$ cat src/rtl/snn_pkg.sv
// Shared tinySNN definitions: neuron state encoding and a constant-foldable clog2.
package snn_pkg;

    typedef enum logic [1:0] {
        ST_IDLE   = 2'd0,
        ST_INTEG  = 2'd1,
        ST_REFRAC = 2'd2
    } snn_state_e;

    // Ceiling log2; clog2(1) = 0.
    function automatic int unsigned clog2(input int unsigned v);
        int unsigned r;
        r = 0;
        for (int unsigned i = 0; i < 32; i++) begin
            if ((64'd1 << i) < 64'(v)) begin
                r = i + 1;
            end
        end
        return r;
    endfunction

endpackage

$ cat src/rtl/wlif_sat_acc.sv
// Combinational membrane update: weighted channel sum, optional inhibitory split,
// proportional leak and clamp to [0, 2^p_width-1].
// Build option: WLIF_INHIB_EN makes channels with i_inhib=1 subtract their weight.
module wlif_sat_acc
    import snn_pkg::*;
#(
    parameter int unsigned p_width = 8,
    parameter int unsigned p_nbit  = 6,
    parameter int unsigned p_nsyn  = 4
) (
    input  logic [p_width-1:0]        i_vmem,
    input  logic                      i_tick,
    input  logic [p_nsyn-1:0]         i_event,
    input  logic [p_nsyn*p_width-1:0] i_weight,
    input  logic [p_nsyn-1:0]         i_inhib,
    output logic [p_width-1:0]        o_vn_c
);

    localparam int unsigned SW = p_width + clog2(p_nsyn);
    // Two extra bits: one for the carry of vl + S, one for the sign.
    localparam int unsigned AW = SW + 2;
    localparam logic [p_width-1:0] VMAX = '1;

    logic [SW-1:0]         sum_exc;
    logic [SW-1:0]         sum_inh;
    logic [p_width-1:0]    leak_amt;
    logic [p_width-1:0]    vl;
    logic signed [AW-1:0]  net;

`ifndef WLIF_INHIB_EN
    logic unused_inhib;
    assign unused_inhib = ^i_inhib;
`endif

    // Sum the weights of all active channels, split by polarity.
    always_comb begin
        sum_exc = '0;
        sum_inh = '0;
        for (int k = 0; k < int'(p_nsyn); k++) begin
            if (i_event[k]) begin
`ifdef WLIF_INHIB_EN
                if (i_inhib[k]) begin
                    sum_inh = sum_inh + SW'(i_weight[k*p_width +: p_width]);
                end else begin
                    sum_exc = sum_exc + SW'(i_weight[k*p_width +: p_width]);
                end
`else
                sum_exc = sum_exc + SW'(i_weight[k*p_width +: p_width]);
`endif
            end
        end
    end

    // Leak first (at least 1 per tick, never below 0), then add and clamp.
    always_comb begin
        leak_amt = i_vmem >> p_nbit;
        if (leak_amt == '0) begin
            leak_amt = p_width'(1);
        end
        vl = (i_tick && (i_vmem != '0)) ? (i_vmem - leak_amt) : i_vmem;
        net = $signed(AW'(vl)) + $signed(AW'(sum_exc)) - $signed(AW'(sum_inh));
        if (net[AW-1]) begin
            o_vn_c = '0;
        end else if (net > $signed(AW'(VMAX))) begin
            o_vn_c = VMAX;
        end else begin
            o_vn_c = net[p_width-1:0];
        end
    end

endmodule

$ cat src/rtl/wlif_mc.sv
// Multi-channel weighted leaky integrate-and-fire neuron.
// Holds the IDLE/INTEG/REFRAC state machine, leak tick counter, refractory
// counter and registered outputs; the membrane arithmetic lives in wlif_sat_acc.
// Build option: WLIF_INHIB_EN enables inhibitory channels (port list unchanged).
module wlif_mc
    import snn_pkg::*;
#(
    parameter int unsigned p_width    = 8,
    parameter int unsigned p_nbit     = 6,
    parameter int unsigned p_nsyn     = 4,
    parameter int unsigned p_leak_div = 16,
    parameter int unsigned p_rfw      = 4
) (
    input  logic                      i_clk,
    input  logic                      i_rst,
    input  logic [p_nsyn-1:0]         i_event,
    input  logic [p_nsyn*p_width-1:0] i_weight,
    input  logic [p_nsyn-1:0]         i_inhib,
    input  logic [p_width-1:0]        i_thresh,
    input  logic [p_rfw-1:0]          i_refrac,
    output logic                      o_spike,
    output logic                      o_clr,
    output logic [p_width-1:0]        o_do,
    output logic                      o_busy
);

    localparam int unsigned LCW = (clog2(p_leak_div) == 0) ? 1 : clog2(p_leak_div);
    localparam logic [LCW-1:0] LC_LAST = LCW'(p_leak_div - 1);

    snn_state_e          state_q, state_d;
    logic [p_width-1:0]  vmem_q,  vmem_d;
    logic [LCW-1:0]      lcnt_q,  lcnt_d;
    logic [p_rfw-1:0]    rcnt_q,  rcnt_d;
    logic                spike_q, spike_d;
    logic                clr_q,   clr_d;
    logic                busy_q,  busy_d;

    logic                tick_c;
    logic [p_width-1:0]  vn_c;

    assign tick_c = (lcnt_q == LC_LAST);

    wlif_sat_acc #(
        .p_width (p_width),
        .p_nbit  (p_nbit),
        .p_nsyn  (p_nsyn)
    ) u_acc (
        .i_vmem   (vmem_q),
        .i_tick   (tick_c),
        .i_event  (i_event),
        .i_weight (i_weight),
        .i_inhib  (i_inhib),
        .o_vn_c   (vn_c)
    );

    // Next-state, membrane, counters and output pulses.
    always_comb begin
        state_d = state_q;
        vmem_d  = vmem_q;
        rcnt_d  = rcnt_q;
        spike_d = 1'b0;
        clr_d   = 1'b0;
        lcnt_d  = tick_c ? '0 : (lcnt_q + LCW'(1));

        case (state_q)
            ST_IDLE, ST_INTEG: begin
                if ((i_thresh != '0) && (vn_c >= i_thresh)) begin
                    spike_d = 1'b1;
                    clr_d   = 1'b1;
                    vmem_d  = '0;
                    rcnt_d  = i_refrac;
                    state_d = (i_refrac == '0) ? ST_IDLE : ST_REFRAC;
                end else begin
                    vmem_d  = vn_c;
                    state_d = (vn_c != '0) ? ST_INTEG : ST_IDLE;
                end
            end
            ST_REFRAC: begin
                // Events are dropped; leaving at count 1 reopens the input
                // exactly i_refrac cycles after the spike cycle.
                vmem_d = '0;
                rcnt_d = rcnt_q - p_rfw'(1);
                if (rcnt_q <= p_rfw'(1)) begin
                    state_d = ST_IDLE;
                end
            end
            default: begin
                state_d = ST_IDLE;
                vmem_d  = '0;
                rcnt_d  = '0;
            end
        endcase

        busy_d = (state_d == ST_REFRAC);
    end

    // State and output registers.
    always_ff @(posedge i_clk or posedge i_rst) begin
        if (i_rst) begin
            state_q <= ST_IDLE;
            vmem_q  <= '0;
            lcnt_q  <= '0;
            rcnt_q  <= '0;
            spike_q <= 1'b0;
            clr_q   <= 1'b0;
            busy_q  <= 1'b0;
        end else begin
            state_q <= state_d;
            vmem_q  <= vmem_d;
            lcnt_q  <= lcnt_d;
            rcnt_q  <= rcnt_d;
            spike_q <= spike_d;
            clr_q   <= clr_d;
            busy_q  <= busy_d;
        end
    end

    assign o_spike = spike_q;
    assign o_clr   = clr_q;
    assign o_do    = vmem_q;
    assign o_busy  = busy_q;

endmodule

$ cat config.mk
export PLATFORM = sky130hd
export DESIGN_NAME = wlif_mc
export DESIGN_NICKNAME = d
export VERILOG_FILES = /design/src/rtl/snn_pkg.sv /design/src/rtl/wlif_sat_acc.sv /design/src/rtl/wlif_mc.sv
export SDC_FILE = /design/constraint.sdc
export NUM_CORES = 1
export LEC_CHECK = 0
export ABC_AREA = 1
export CORE_MARGIN = 5
export CORE_UTILIZATION = 54
export CTS_BUF_LIST = sky130_fd_sc_hd__clkbuf_4
export DETAILED_ROUTE_END_ITERATION = 16
export HOLD_SLACK_MARGIN = 0.06
export PLACE_DENSITY = 0.94
export SLEW_MARGIN = 20
export SYNTH_ARGS = -nofsm -noshare
export SYNTH_HDL_FRONTEND = slang
export SYNTH_SLANG_ARGS = --single-unit
$ cat constraint.sdc
create_clock -name i_clk -period 5.1 [get_ports i_clk]
set_input_delay 1.275 -clock i_clk [delete_from_list [all_inputs] [get_ports i_clk]]
set_output_delay 1.275 -clock i_clk [all_outputs]
set_load 0.005 [all_outputs]
==> results of run 1 <==
## per-stage QoR
stage / setup WS, ns / area, um^2 / hold WS (ns)
CTS: -1.59 / 5080 / 0.505
detailed placement: -2.67 / 4510 / 0.486
global placement: -2.32 / 4510 / 0.480
floorplan: -1.72 / 3190 / 0.463
## layer usage
metal	GRT overflow	global-route usage (%)
met5	0	12.6
met4	70	90.1
met3	2	61.9
met2	253	107
met1	1	72.3
## logic make-up after synthesis
family | count (synthesis) | synth area share (%)
DFF | 20 | 16.1
AOI/OAI and AO/OA | 82 | 14.7
adders and majority gates | 48 | 20.5
and+or+nand+nor | 202 | 30.2
xor gates and xnor gates | 27 | 7.60
buffers and inverters | 88 | 10.9
## timing repair
action / CTS
gates cloned: 1
endpoints found under the setup margin: 16
hold endpoints to repair: 0
setup buffers: 29
gates resized for setup: 95
pin swaps: 74
==> run_results.csv, run 1 <==
group,metric,value,unit
global_routing,grt_overflow,326,
global_routing,grt_max_degree,21,
yosys,synth.most_common_cell,"nand2_1",
timing,worst-ep-kind,"sequential cell input",
yosys,synthArstFlopShare,100,%
yosys,syn-num-nets,569,
yosys,synth_common_cells,"112 x nand2_1, 79 x inv_1, 43 x ha_1",
floorplan,rows,27,
clock_tree,htree_levels,1,
yosys,yosys_warnings,0,
place,dp_hpwl,8590,um
floorplan,die_y,85.9,um
outcome,error,"[ERROR GRT-0232] Routing congestion too high. Check the congestion heatmap in the GUI.",
floorplan,start_util,56.1,%
yosys,synth_top_area_share,17.3,%
floorplan,die_w,85.9,um
yosys,syn_area_per_cell,6.66,um^2
place,io_buffers,60,
outcome,flow.stopped_at,"5_1_grt",
yosys,yosysTopAreaCell,"ha_1",
clock_tree,cts_sinks,20,
clock_tree,cts.path.max_buffers,2,
floorplan,ioPinCount,65,
yosys,ys.flop_type,"dfrtp_1",
yosys,synth_area_leaders,"ha_1 17%, dfrtp_1 16%, nand2_1 14%",
outcome,status,"did not finish",
place,gp_congestion,1.01,
yosys,ys_ff_latch,20,
clock_tree,numCtsBuffers,3,
clock_tree,postCtsHoldBufs,0,
timing,grt-worst-endpoint,"o_do[1]$_DFF_PP0_/D",
global_routing,grt_use_total,80.8,%
yosys,syn_inst,467,
yosys,synth-edff-count,0,
yosys,yosysSeqAreaShare,16.1,%
place,placed_cells,683,
yosys,ys_types,42,
yosys,synth_area,0.00311,mm^2
clock_tree,cts-root-buf,"clkbuf_4",
==> inputs of run 2 (changes only) <==
--- a/config.mk
+++ b/config.mk
@@ -7,11 +7,9 @@
 export LEC_CHECK = 0
 export ABC_AREA = 1
 export CORE_MARGIN = 5
-export CORE_UTILIZATION = 54
-export CTS_BUF_LIST = sky130_fd_sc_hd__clkbuf_4
+export CORE_UTILIZATION = 40
 export DETAILED_ROUTE_END_ITERATION = 16
-export HOLD_SLACK_MARGIN = 0.06
-export PLACE_DENSITY = 0.94
+export PLACE_DENSITY_LB_ADDON = 0.15
 export SLEW_MARGIN = 20
 export SYNTH_ARGS = -nofsm -noshare
 export SYNTH_HDL_FRONTEND = slang
==> run_results.csv, run 2 <==
group,metric,value,unit
timing,slew_headroom,51.9,%
critical_path,r2r-end,"state_q[0]",
power,seqPwrFrac,12.2,%
yosys,synthArstFlopShare,100,%
yosys,ys.flop_type,"dfrtp_1",
place,io_buffers,60,
cells_and_area,area_growth,74.8,%
yosys,synth_top_area_share,17.3,%
critical_path,r2r_setup_slack,0.41,ns
critical_path,cp.depth,45,
critical_path,crit_top_cell,"buf_4",
critical_path,worstPathArrival,7.21,ns
power,clkPwrFrac,5.2,%
clock_tree,cts-root-buf,"clkbuf_8",
timing,worst_pin_slew,0.721,ns
cells_and_area,largest_reg_flops,8,
floorplan,rows,32,
floorplan,die_y,98.2,um
clock_tree,htree_levels,1,
outcome,violations,"setup timing",
yosys,ys_ff_latch,20,
power,vdd_drop_max,0.282,mV
detailed_routing,routed-via-count,3719,
yosys,synth_area,0.00311,mm^2
power,p_sw_share,45.5,%
power,combPwrFrac,82.7,%
detailed_routing,post_drt_via_cell_ratio,4.87,
timing,period_share,138,%
floorplan,start_util,40.7,%
yosys,synth.most_common_cell,"nand2_1",
job,maxCapViolations,0,
global_routing,grt_pass1_vias,3585,
power,powerDensity,421,mW/mm^2
detailed_routing,routedWlPerCell,13.2,um
yosys,syn_inst,467,
yosys,ys_types,42,
global_routing,grt_pass1_wl,15300,um
timing,finalSetupViolCount,16,
clock_tree,cts.path.max_buffers,2,
critical_path,required,5.28,ns
cells_and_area,drive_gt1_share,38.5,%
timing,period_needed,7.03,ns
clock_tree,cts_tree,"done",
global_routing,grt_use_total,18.6,%
global_routing,grt_max_degree,21,
worst_hold_path,min_from,"lcnt_q[2]",
power,power.leakage,2.79,nW
place,gp_congestion,0.909,
critical_path,crit_path_end,"o_busy",
yosys,syn-num-nets,569,
detailed_routing,wl,10100,um
power,p_sw,1.04,mW
timing,maxSlewViolCount,0,
outcome,status,"complete, but fails checks",
cells_and_area,num_antenna_cells,0,
cells_and_area,layout_common_cells,"132 x buf_4, 97 x nand2_1, 65 x inv_1, 51 x clkdlybuf4s50_1, 28 x ha_1",
timing,fin_worst_skew,0.00302,ns
global_routing,antenna_found_initial,0,
yosys,yosysSeqAreaShare,16.1,%
timing,setup_slack,-1.93,ns
timing,clock.fmax,142,MHz
cells_and_area,post-route-util,71.1,%
power,internal-power,1.25,mW
yosys,yosysTopAreaCell,"ha_1",
critical_path,rr_worst_depth,30,
floorplan,die-area,0.00964,mm^2
critical_path,end_kind,"flip-flop",
yosys,synth-edff-count,0,
critical_path,start_kind,"input port",
cells_and_area,final_common_cell,"buf_4",
detailed_routing,first_pass_iters,4,
clock_tree,cts.clk_slew.worst_paths,0.07,ns
timing,hold_viol,0,
detailed_routing,drc,0,
place,dp_hpwl,7270,um
yosys,yosys_warnings,0,
worst_hold_path,hold_class,"reg2reg",
clock_tree,numCtsBuffers,3,
cells_and_area,finalNonFillerCells,764,
global_routing,grt_overflow,0,
clock_tree,cts_sinks,20,
critical_path,r2r_start,"o_do[6]",
critical_path,slowest_stage,"fa_2",
floorplan,core-area,0.00765,mm^2
yosys,syn_area_per_cell,6.66,um^2
critical_path,crit_buf_inv,15,
floorplan,die_w,98.2,um
critical_path,startpoint,"i_event[0]",
critical_path,path_max_fanout,4,
timing,hold_slack,0.495,ns
place,placed_cells,728,
critical_path,cp_top_family,"buffers and inverters",
detailed_routing,ant_nets,0,
critical_path,worst-setup-path-type,"in2reg",
yosys,synth_common_cells,"112 x nand2_1, 79 x inv_1, 43 x ha_1",
yosys,synth_area_leaders,"ha_1 17%, dfrtp_1 16%, nand2_1 14%",
critical_path,critPathMaxStageDelay,0.38,ns
timing,rsz0062_at_grt,"true",
clock_tree,clock_latency,0.25,ns
detailed_routing,drt-initial-drc-count,133,
floorplan,ioPinCount,65,
cells_and_area,finalNetCount,765,
## run 2: cell counts after synthesis
No cell type changed its count.
## run 2: timing repair
action,CTS,global route
pin swaps,53,53
setup endpoints to repair,16,16
setup buffers,24,7
gates cloned,1,0
resized for setup,71,62
hold buffers,0,0
## run 2: how the worst min path moves through the flow
stage | slack [ns] | cells past startpoint | endpoint
3_5_place_dp | 0.48 | 1 | lcnt_q[1]
2_1_floorplan | 0.46 | 1 | lcnt_q[2]
4_1_cts | 0.50 | 1 | lcnt_q[1]
3_3_place_gp | 0.48 | 1 | lcnt_q[1]
6_report | 0.49 | 1 | lcnt_q[2]
5_1_grt | 0.51 | 1 | lcnt_q[2]
## run 2: kinds of logic after synthesis
family | synth area share [%]
DFF | 16.1
adders and majority gates | 20.5
buffers and inverters | 10.9
and+or+nand+nor | 30.2
AOI/OAI and AO/OA | 14.7
xor gates and xnor gates | 7.60
## run 2: power groups by stage
stage                     Clock [mW]  Combinational [mW]  Sequential [mW]
after global routing           0.131                2.07            0.287
after CTS                      0.121                1.60            0.276
after detailed placement           0                1.37            0.274
final                          0.118                1.89            0.279
after floorplan                    0               0.786            0.263
after global placement             0                1.34            0.274
## run 2: cell type report
cell class	count	area, um^2
Tap cell	102	128
Clock buffer	4	55.1
Timing Repair Buffer	197	1640
Inverter	82	315
Sequential cell	20	500
Fill cell	583	2210
Multi-Input combinational cell	359	2800
## run 2: layer usage
layer | part of all wire, % | GRT usage, % | up-vias
met5 | 0 | 0 | -
met4 | 2.0 | 2.84 | 0
met3 | 3.1 | 1.93 | 20
met2 | 51 | 33.5 | 77
met1 | 44 | 24.5 | 1711
li1 | - | - | 1911
## run 2: per-stage QoR
stage               power [mW]  setup slack, ns  instance area (um^2)  TNS [ns]
finish                    2.29            -1.93                  5440    -30.54
global route              2.49            -2.22                  5440    -34.95
CTS                       2.00            -1.71                  5080    -26.63
detailed placement        1.64            -2.70                  4660    -42.10
global placement          1.61            -2.57                  4660    -40.12
floorplan                 1.05            -1.72                  3190    -26.61
Note: power is estimated with default switching activity, not from simulation.
